[config.mk]
export PLATFORM = sky130hd
export DESIGN_NAME = clk_div_multi
export DESIGN_NICKNAME = d
export VERILOG_FILES = /design/src/rtl/clk_div_pkg.sv /design/src/rtl/clk_div_ch.sv /design/src/rtl/clk_div_multi.sv
export SDC_FILE = /design/constraint.sdc
export NUM_CORES = 1
export LEC_CHECK = 0
export ABC_AREA = 1
export BUFFER_PORTS_ARGS = -buffer_cell sky130_fd_sc_hd__buf_2
export CORE_AREA = 2 2 99 101
export DETAILED_ROUTE_END_ITERATION = 6
export DIE_AREA = 0 0 101 103
export GPL_ROUTABILITY_DRIVEN = 0
export GPL_TIMING_DRIVEN = 0
export PLACE_DENSITY_LB_ADDON = 0.15
export SYNTH_ARGS = -nofsm -noshare
export SYNTH_HDL_FRONTEND = slang
export SYNTH_SLANG_ARGS = --single-unit
[constraint.sdc]
create_clock -name I_ref_clk -period 2.8 [get_ports I_ref_clk]
set_clock_uncertainty 0.1 [all_clocks]
set_input_delay 0.7 -clock I_ref_clk [delete_from_list [all_inputs] [get_ports I_ref_clk]]
set_output_delay 0.7 -clock I_ref_clk [all_outputs]
set_load 0.01 [all_outputs]
[src/rtl/clk_div_pkg.sv]
// Shared types and constants for the multi-channel clock divider.
// Contents:
//   clk_div_state_e     - per-channel FSM states (IDLE, HIGH, LOW)
//   CLKDIV_MIN_RATIO    - smallest ratio that divides; 0 and 1 select bypass
//   CLKDIV_DEF_RATIO_W  - default width of a ratio field and of a channel counter
package clk_div_pkg;

  typedef enum logic [1:0] {
    ST_IDLE = 2'd0,
    ST_HIGH = 2'd1,
    ST_LOW  = 2'd2
  } clk_div_state_e;

  localparam int unsigned CLKDIV_MIN_RATIO   = 2;
  localparam int unsigned CLKDIV_DEF_RATIO_W = 8;

endpackage : clk_div_pkg

[src/rtl/clk_div_ch.sv]
// One divider channel: FSM, phase counter, shadow ratio, tick and bypass mux.
// Optional macro CLKDIV_IDLE_GATE_EN: an IDLE channel whose enable is low
// drives 0 instead of bypassing the reference clock.
// Ports:
//   I_ref_clk   - reference clock
//   I_rst       - synchronous active-high reset
//   I_clk_en    - divide enable
//   I_div_ratio - requested ratio, sampled only at period boundaries
//   I_sync      - restart pulse shared by all channels
//   O_div_clk   - divided clock, or I_ref_clk while idle
//   O_tick      - registered pulse in the first cycle of each high phase
module clk_div_ch
  import clk_div_pkg::*;
#(
  parameter int unsigned RATIO_W = CLKDIV_DEF_RATIO_W
) (
  input  logic               I_ref_clk,
  input  logic               I_rst,
  input  logic               I_clk_en,
  input  logic [RATIO_W-1:0] I_div_ratio,
  input  logic               I_sync,
  output logic               O_div_clk,
  output logic               O_tick
);

  localparam logic [RATIO_W-1:0] MIN_R = RATIO_W'(CLKDIV_MIN_RATIO);
  localparam logic [RATIO_W-1:0] ONE   = RATIO_W'(1);

  clk_div_state_e     state_q, state_d;
  logic [RATIO_W-1:0] cnt_q,   cnt_d;
  logic [RATIO_W-1:0] ratio_q, ratio_d;
  logic               tick_q,  tick_d;

  logic [RATIO_W-1:0] high_len;
  logic [RATIO_W-1:0] low_len;
  logic               ratio_ok;

  // Odd ratios give the extra cycle to the low phase.
  assign high_len = ratio_q >> 1;
  assign low_len  = ratio_q - high_len;
  assign ratio_ok = (I_div_ratio >= MIN_R);

  // State register.
  always_ff @(posedge I_ref_clk) begin
    if (I_rst) begin
      state_q <= ST_IDLE;
      cnt_q   <= '0;
      ratio_q <= '0;
      tick_q  <= 1'b0;
    end else begin
      state_q <= state_d;
      cnt_q   <= cnt_d;
      ratio_q <= ratio_d;
      tick_q  <= tick_d;
    end
  end

  // Next-state logic; a sync pulse overrides counting and the period-end decision.
  always_comb begin
    state_d = state_q;
    cnt_d   = cnt_q;
    ratio_d = ratio_q;
    tick_d  = 1'b0;

    if (I_sync && (state_q != ST_IDLE)) begin
      // An invalid ratio at sync keeps the old one so the phases stay non-zero.
      state_d = ST_HIGH;
      cnt_d   = '0;
      tick_d  = 1'b1;
      if (ratio_ok) ratio_d = I_div_ratio;
    end else begin
      unique case (state_q)
        ST_IDLE: begin
          cnt_d = '0;
          if (I_clk_en && ratio_ok) begin
            state_d = ST_HIGH;
            ratio_d = I_div_ratio;
            tick_d  = 1'b1;
          end
        end
        ST_HIGH: begin
          if (cnt_q == high_len - ONE) begin
            state_d = ST_LOW;
            cnt_d   = '0;
          end else begin
            cnt_d = cnt_q + ONE;
          end
        end
        ST_LOW: begin
          if (cnt_q == low_len - ONE) begin
            cnt_d = '0;
            if (I_clk_en && ratio_ok) begin
              state_d = ST_HIGH;
              ratio_d = I_div_ratio;
              tick_d  = 1'b1;
            end else begin
              state_d = ST_IDLE;
            end
          end else begin
            cnt_d = cnt_q + ONE;
          end
        end
        default: begin
          state_d = ST_IDLE;
          cnt_d   = '0;
        end
      endcase
    end
  end

  // Output mux: divided level while running, reference clock (or 0) while idle.
  always_comb begin
    O_div_clk = I_ref_clk;
    unique case (state_q)
      ST_HIGH: O_div_clk = 1'b1;
      ST_LOW:  O_div_clk = 1'b0;
      default: begin
`ifdef CLKDIV_IDLE_GATE_EN
        O_div_clk = I_clk_en ? I_ref_clk : 1'b0;
`else
        O_div_clk = I_ref_clk;
`endif
      end
    endcase
  end

  assign O_tick = tick_q;

endmodule : clk_div_ch

[src/rtl/clk_div_multi.sv]
// Multi-channel integer clock divider: NUM_CH independent channels sharing one
// reference clock, reset and phase-alignment pulse.
// Optional macro CLKDIV_IDLE_GATE_EN: gate idle, disabled channels to 0.
// Ports:
//   I_ref_clk   - reference clock
//   I_rst       - synchronous active-high reset
//   I_clk_en    - per-channel divide enable
//   I_div_ratio - channel c ratio at [c*RATIO_W +: RATIO_W]
//   I_sync      - one-cycle pulse restarting all running channels in phase
//   O_div_clk   - per-channel divided clock
//   O_tick      - per-channel pulse at the start of each high phase
module clk_div_multi
  import clk_div_pkg::*;
#(
  parameter int unsigned NUM_CH  = 2,
  parameter int unsigned RATIO_W = CLKDIV_DEF_RATIO_W
) (
  input  logic                      I_ref_clk,
  input  logic                      I_rst,
  input  logic [NUM_CH-1:0]         I_clk_en,
  input  logic [NUM_CH*RATIO_W-1:0] I_div_ratio,
  input  logic                      I_sync,
  output logic [NUM_CH-1:0]         O_div_clk,
  output logic [NUM_CH-1:0]         O_tick
);

  // One divider per channel; I_sync fans out to all of them.
  for (genvar c = 0; c < NUM_CH; c++) begin : g_ch
    clk_div_ch #(
      .RATIO_W (RATIO_W)
    ) u_ch (
      .I_ref_clk   (I_ref_clk),
      .I_rst       (I_rst),
      .I_clk_en    (I_clk_en[c]),
      .I_div_ratio (I_div_ratio[c*RATIO_W +: RATIO_W]),
      .I_sync      (I_sync),
      .O_div_clk   (O_div_clk[c]),
      .O_tick      (O_tick[c])
    );
  end

endmodule : clk_div_multi

==> summary.md, run 1 <==
| Metric | Value |
|---|---|
| Status | complete, no violations |
| Detailed Routing Iterations Pass 1 | 4 |
| CP Capture Type | primary output |
| Ratio of cells with drive above 1 in the final layout | 11.89% |
| Met2 wire length | 4.156 mm |
| Setup CP Type | clock port to primary output |
| Largest net degree at the start of global routing | 12 |
| Die Ht | between 100 and 150 µm |
| Clk slew on worst S/H paths | around 80 ps |
| Post-detail-place hpwl | 6.920 mm |
| CP Launch Point | I_ref_clk |
| RR Startpoint | g_ch[1].u_ch.ratio_q[1] |
| Clk buf depth | 2 |
| Final nets | approximately 670 |
| Mapped cell area | approximately 3600 µm² |
| Syn Area/Cell | approximately 6.4 µm² |
| Internal power | approximately 2.3 mW |
| Tightest hold margin | 370.0 ps |
| R2R cell count | 15 |
| Max-capacitance violation count | 0 |
| Starting Density | approximately two fifths |
| Final Power | between 4 and 5 mW |
| Final setup viols | 0 |
| Hold Path Stages | 1 |
| DR vias/cell | ~4.8 |
| Psw | 2.358 mW |
| Worst-path maximum fanout | 4 |
| Die X-Extent | ~100 µm |
| Die ar. | between 10000 and 15000 µm² |
| Comb pwr share | 68.1% |
| DRT met1 WL | 3.854 mm |
| Normalized max-slew margin | 66.29% |
| Met3 WL post-DR | approximately 120 µm |
| Post-DP Area | around 3900 µm² |
| Clock Power Share | between 10% and 20% |
| Total number of H-tree levels | 2 |
| Critical Path RT | 2000 ps |
| Vias in the first global route | ~3200 |
| First-pass GRT wire length | 14.25 mm |
| Sequential power share | between 10% and 20% |
| Measured slew at the worst slew-check pin | 501.1 ps |
| Peak VDD IR | approximately 0.00056 V |
| #FFs+latches synth | 38 |
| Startpoint type of the worst setup path | clock port |
| Synth Instances | around 560 |
| Place WS | -81.98 ps |
| Num CTS Buffers | 5 |
| Lkg Pwr | slightly above 2 nW |
| Design area | between 4000 and 5000 µm² |
| Top sig layer | met4 |
| Hold Vio Cnt, Final | 0 |
| Crit path arrival time | a little under 2000 ps |
| Sequential cell area fraction in the yosys report | between 20% and 30% |
| Non-Filler Instances | around 710 |
| Root Buffer | clkbuf_8 |
| P&R area growth vs syn | 12.60% |
| Vias | 3391 |
| Global route overflow | 0 |
| Hold path start | g_ch[1].u_ch.cnt_q[0] |
| CTS tree | done |
| # IOs | 25 |
| Syn Nets | roughly 630 |
| Port bufs | 24 |
| Power Density | 1147 nW/µm² |
| Switching Share | about 50% |
| DRC | 0 |
| Unrepaired setup endpoints after global routing | false |
| Fin. max-slew vios | 0 |
| DR iter-0 viols | between 60 and 70 |
| Mean routed wirelength per cell | between 10 and 15 µm |
| Core area | roughly 9500 µm² |
| Clk_lat worst skew | ~400 ps |
| Placement Rows | 36 |
| Hold WC Path Type | flop to flop |
| Yosys Warn Count | 0 |
| Asr flop ratio synth | 0% |
| EDFF count, synth | 0 |
| Synth Flop Type | dfxtp_1 |
| Antenna violations before repair | 0 |
| Inserted Diodes | 0 |
| Yosys cell types | 31 |
| Placed cells | about 700 |
| Post-CTS Hold Buffers | 0 |
| GRT Total Usage | 17.31% |
| Antenna-violating nets left | 0 |
| Total routed wirelength | about 8.4 mm |
| Final worst-path setup slack | between 50 and 60 ps |
==> per-layer routing <==
metal / global-route usage [%] / vias to the layer above
met5: 0 / -
met4: 8.940 / 0
met3: 2.305 / 13
met2: 31.03 / 31
met1: 20.20 / 1509
li1: - / 1838
==> registers in the layout, summed over array words and instances (netlist names) <==
signal,flops
g_ch.u_ch.cnt_q,16
g_ch.u_ch.ratio_q,16
g_ch.u_ch.state_q,4
g_ch.u_ch.O_tick,2
==> cells in the mapped netlist, types with 5 or more instances <==
library cell  instances  area (µm²)
nand2_1             163       611.8
inv_1                80       300.3
nor2_1               63       236.5
nand3_1              58       290.3
ha_1                 46       575.6
dfxtp_1              38       760.7
a21oi_1              23       115.1
xnor2_1              14       122.6
xor2_1               14       122.6
nand3b_1              7       52.55
nor3_1                6       30.03
buf_4                 5       37.54
o21ai_0               5       25.02
==> final cells by class <==
| cell class | instances | area, µm² |
|---|---|---|
| multi-input cells | 433 | 2510 |
| fillers | 998 | 5376 |
| plain buffers | 7 | 60.06 |
| well taps | 114 | 142.6 |
| flip-flops and latches | 38 | 769.5 |
| clock buffers | 10 | 153.9 |
| inverters | 81 | 304.0 |
| repair buffers | 24 | 125.1 |
| clock inverters | 4 | 17.52 |
==> metrics by stage <==
step                      util (%)  setup TNS, ps
final                        43.16              0
after global routing         43.16              0
after CTS                    42.65              0
after detailed placement     41.11         -678.5
after global placement       41.11         -335.7
after floorplan                  -              0
==> cell families after synthesis <==
logic type | synth area share (%)
AOI/OAI and AO/OA | 6.211
xor gates and xnor gates | 7.212
adders and majority gates | 16.98
buffers and inverters | 10.87
DFF | 20.98
and+or+nand+nor | 37.75
==> critical path, stage by stage <==
cell and delay (ps):
clkbuf_16 140, clkbuf_16 140, inv_1 40, o21ai_0 90
buf_6 140
==> cell usage in the layout, fill, tap and decap left out, drive strengths merged <==
cell type,instances
dfxtp,38
and3b,1
nor2,65
nand3,61
fa,2
clkbuf,7
inv,83
a21oi,23
nand3b,7
clkinv,2
o211ai,1
nor4,3
o21ai,6
nor3,6
xnor2,15
nand2,168
a21boi,4
o21bai,4
xor2,14
buf,34
ha,46
nand4,4
or2,1
a31oi,2
==> power groups by stage <==
stage               sequential [mW]  combinational, mW  clock, mW
floorplan                     0.783               2.56     0.0889
global placement              0.819               3.09      0.115
detailed placement            0.818               3.15      0.115
CTS                           0.808               3.17      0.699
global route                  0.839               3.74      0.732
finish                        0.814               3.19      0.681
==> path summary, 6_finish.rpt <==
kind / endpoint / slack (ps)
worst max-delay path: O_div_clk[0] / 50
worst min-delay path: g_ch[1].u_ch.cnt_q[0] / 370
worst max register to register: g_ch[1].u_ch.ratio_q[1] / 220
worst min register to register: g_ch[1].u_ch.cnt_q[0] / 370
==> timing repair <==
item | 4_1_cts | 5_1_grt
endpoints found under the setup margin | 27 | 29
setup buffers | 2 | 2
pin swaps | 0 | 6
resized for setup | 7 | 17
Power figures use the tool's default switching activity.
==> run 2, diff against run 1 <==
--- a/config.mk
+++ b/config.mk
@@ -5,14 +5,13 @@
 export SDC_FILE = /design/constraint.sdc
 export NUM_CORES = 1
 export LEC_CHECK = 0
-export ABC_AREA = 1
 export BUFFER_PORTS_ARGS = -buffer_cell sky130_fd_sc_hd__buf_2
-export CORE_AREA = 2 2 99 101
+export CORE_AREA = 2 2 96 98
 export DETAILED_ROUTE_END_ITERATION = 6
-export DIE_AREA = 0 0 101 103
+export DIE_AREA = 0 0 98 100
 export GPL_ROUTABILITY_DRIVEN = 0
 export GPL_TIMING_DRIVEN = 0
-export PLACE_DENSITY_LB_ADDON = 0.15
 export SYNTH_ARGS = -nofsm -noshare
 export SYNTH_HDL_FRONTEND = slang
 export SYNTH_SLANG_ARGS = --single-unit
+export TNS_END_PERCENT = 20
==> run 2 against run 1 <==
The flow now finishes with violations (setup timing). Clock power is 16% higher. Wire length fell by 5.9%. Worst setup slack got worse by 91 ps. Non-clock buffer count increased by 15. Synthesized cell count down 29%. Flip-flop and latch count unchanged. Sequential share of layout area is 0.12 points lower. Critical path depth fell by 1. Worst hold slack improved by 12 ps. Die area shrank 5.8%. Power is 15% lower. Combinational power shrank 24%. Critical path type unchanged.
==> summary.md, run 2 <==
| Metric | Value |
|---|---|
| Syn Area/Cell | 8.517 µm² (was 6.440 µm²) |
| Inserted Diodes | 0 (unchanged) |
| Vias in the first global route | 2897 (was 3244) |
| Minimum clock period | around 2800 ps |
| Antenna violations before repair | 0 (unchanged) |
| Failing checks | setup timing |
| DR vias/cell | 4.998 (was 4.769) |
| Final nets | 514 (was 665) |
| Synth Instances | 399 (was 563) |
| Measured slew at the worst slew-check pin | 758.2 ps (was 501.1 ps) |
| Normalized max-slew margin | 48.79% (was 66.29%) |
| CTS tree | done (unchanged) |
| Post-detail-place hpwl | 5.993 mm (was 6.920 mm) |
| Vias | 2784 (was 3391) |
| # IOs | 25 (unchanged) |
| Crit path arrival time | 2040 ps (was 1950 ps) |
| Largest net degree at the start of global routing | 13 (was 12) |
| Ranking of synthesized cells by area | dfxtp_1 22%, ha_1 17%, xnor2_1 11% (was dfxtp_1 21%, nand2_1 17%, ha_1 16%) |
| Starting Density | 38.23% (was 38.33%) |
| Die ar. | 9800 µm² (was 10400 µm²) |
| Worst-path maximum fanout | 2 (was 4) |
| Clk_lat worst skew | 400 ps (about the same) |
| Ratio of cells with drive above 1 in the final layout | 27.80% (was 11.89%) |
| Yosys cell types | 55 (was 31) |
| Fmax | ~0.35 GHz |
| DR iter-0 viols | 55 (was 65) |
| Max-capacitance violation count | 0 (unchanged) |
| Startpoint type of the worst setup path | clock port (unchanged) |
| Critical Path RT | 2000 ps (about the same) |
| First-pass GRT wire length | 13.39 mm (was 14.25 mm) |
| Status | finished with violations (was complete, no violations) |
| Setup CP Type | clock port to primary output (unchanged) |
| Port bufs | 24 (unchanged) |
| Clk slew on worst S/H paths | 70 ps (was 80 ps) |
| Mapped cell area | 3398 µm² (was 3626 µm²) |
| Total routed wirelength | 7.876 mm (was 8.374 mm) |
| Peak VDD IR | 0.0005288 V (was 0.0005620 V) |
| Filler instances | 865 (was 998) |
| Place WS | -586.9 ps (was -81.98 ps) |
| Placement Rows | 35 (was 36) |
| Die Ht | 100 µm (was 103 µm) |
| Final setup viols | 17 (was 0) |
| Synth Flop Type | dfxtp_1 (unchanged) |
| Commonest non-fill, non-tap cell in the layout | nand2_1 (unchanged) |
| DRC | 0 (unchanged) |
| Core area | 8890 µm² (was 9459 µm²) |
| GRT Total Usage | 17.12% (was 17.31%) |
| Lkg Pwr | 1.706 nW (was 2.056 nW) |
| #FFs+latches synth | 38 (unchanged) |
| Hold WC Path Type | flop to flop (unchanged) |
| Fin util | 47.42% (was 43.16%) |
| Register area | 789.5 µm² (was 769.5 µm²) |
| Area share of the largest cell type after synthesis | 22.39% (was 20.98%) |
| CP Capture Type | primary output (unchanged) |
| Hold Vio Cnt, Final | 0 (unchanged) |
| Post-CTS Hold Buffers | 0 (unchanged) |
| Asr flop ratio synth | 0% (unchanged) |
| EDFF count, synth | 0 (unchanged) |
| Detailed Routing Iterations Pass 1 | 4 (unchanged) |
| Final worst-path setup slack | -35.97 ps (was 54.59 ps) |
| Commonest cells post-synth | 48 x nand2_1, 46 x ha_1, 41 x xnor2_1 (was 163 x nand2_1, 80 x inv_1, 63 x nor2_1) |
| Sequential cell area fraction in the yosys report | 22.39% (was 20.98%) |
| Commonest cells after routing, fill and taps aside | 48 x nand2_1, 39 x xnor2_1, 34 x ha_1 (was 163 x nand2_1, 77 x inv_1, 62 x nor2_1) |
| Multi-input logic area | 2666 µm² (was 2510 µm²) |
| P&R area growth vs syn | 24.04% (was 12.60%) |
| Die X-Extent | 98 µm (was 101 µm) |
| Reg-to-reg slack, setup | -30 ps (was 220 ps) |
| Syn Nets | 468 (was 632) |
| Period Utilization, post-route | 101.3% |
| Largest regs | g_ch.u_ch.cnt_q x16, g_ch.u_ch.ratio_q x16, g_ch.u_ch.state_q x4 (unchanged) |
| Yosys Warn Count | 0 (unchanged) |
| Antenna-violating nets left | 0 (unchanged) |
| Mean routed wirelength per cell | 14.14 µm (was 11.78 µm) |
| Power Density | 941.8 nW/µm² (was 1147 nW/µm²) |
| Unrepaired setup endpoints after global routing | true (was false) |
| R2R cell count | 10 (was 15) |
| Fin. max-slew vios | 0 (unchanged) |
| Hold Path Stages | 2 (was 1) |
| Synth area leader | dfxtp_1 (unchanged) |
| Global route overflow | 0 (unchanged) |
| Count leader, synth | nand2_1 (unchanged) |
==> run 2: what timing repair did <==
item	CTS	global route
endpoints found under the setup margin	39	39
pin swaps	11	14
buffers inserted	8	5
resized for setup	41	35
gates cloned	0	0
==> run 2: cell families (layout without fill, tap and decap cells) <==
kind of cell / count (synthesis) / after routing / synth area share (%)
AOI/OAI and AO/OA: 58 / 58 / 12.81
adders and majority gates: 48 / 48 / 18.11
and+or+nand+nor: 120 / 120 / 17.16
DFF: 38 / 38 / 22.39
buffers and inverters: 50 / 97 / 6.590
xor gates and xnor gates: 61 / 61 / 15.72
muxes: 24 / 24 / 7.216
==> run 2: metal layers <==
layer | wire length (µm) | track usage, % | share of wire [%] | vias up
met2 | 3814 | 28.77 | 48 | 51
met4 | 211 | 7.799 | 2.7 | 0
li1 | - | - | - | 1432
met5 | 0 | 0 | 0 | -
met1 | 3545 | 20.52 | 45 | 1283
met3 | 304 | 4.596 | 3.9 | 18
==> run 2: worst paths after layout <==
path / startpoint / end
worst max-delay path: I_ref_clk / O_div_clk[1]
worst min register to register: g_ch[0].u_ch.ratio_q[2] / g_ch[0].u_ch.ratio_q[2]
worst max register to register: g_ch[1].u_ch.ratio_q[1] / g_ch[1].u_ch.state_q[0]
worst min-delay path: g_ch[0].u_ch.ratio_q[2] / g_ch[0].u_ch.ratio_q[2]
==> run 2: metrics by stage <==
stage	setup TNS [ps]	hold WS, ps	power [mW]	instances	instance area, µm²
detailed placement	-15010	382.4	2.848	534	3665
global route	-3340	412.2	4.315	557	4215
CTS	-255.3	388.7	3.782	552	4045
floorplan	-336.7	339.1	2.448	399	3406
finish	-288.9	382.1	3.970	557	4215
global placement	-12530	371.0	2.803	534	3665
==> run 2: final cells by class <==
type	instances	area share (%)
Buffer	11	1.662
Clock buffer	12	3.592
Clock inverter	2	0.8905
Inverter	37	3.473
Multi-Input combinational cell	311	63.25
Sequential cell	38	18.73
Tap cell	111	3.295
Timing Repair Buffer	35	5.105
==> run 2: report_power, final <==
group,internal [mW],switching (mW)
clock,0.495,0.293
sequential,0.651,0.116
combinational,1.16,1.25
total,2.31,1.66
==> run 2: critical path: stages <==
cell and delay, ps:
clkbuf_8 120, buf_8 100, mux2_4 290, buf_6 120
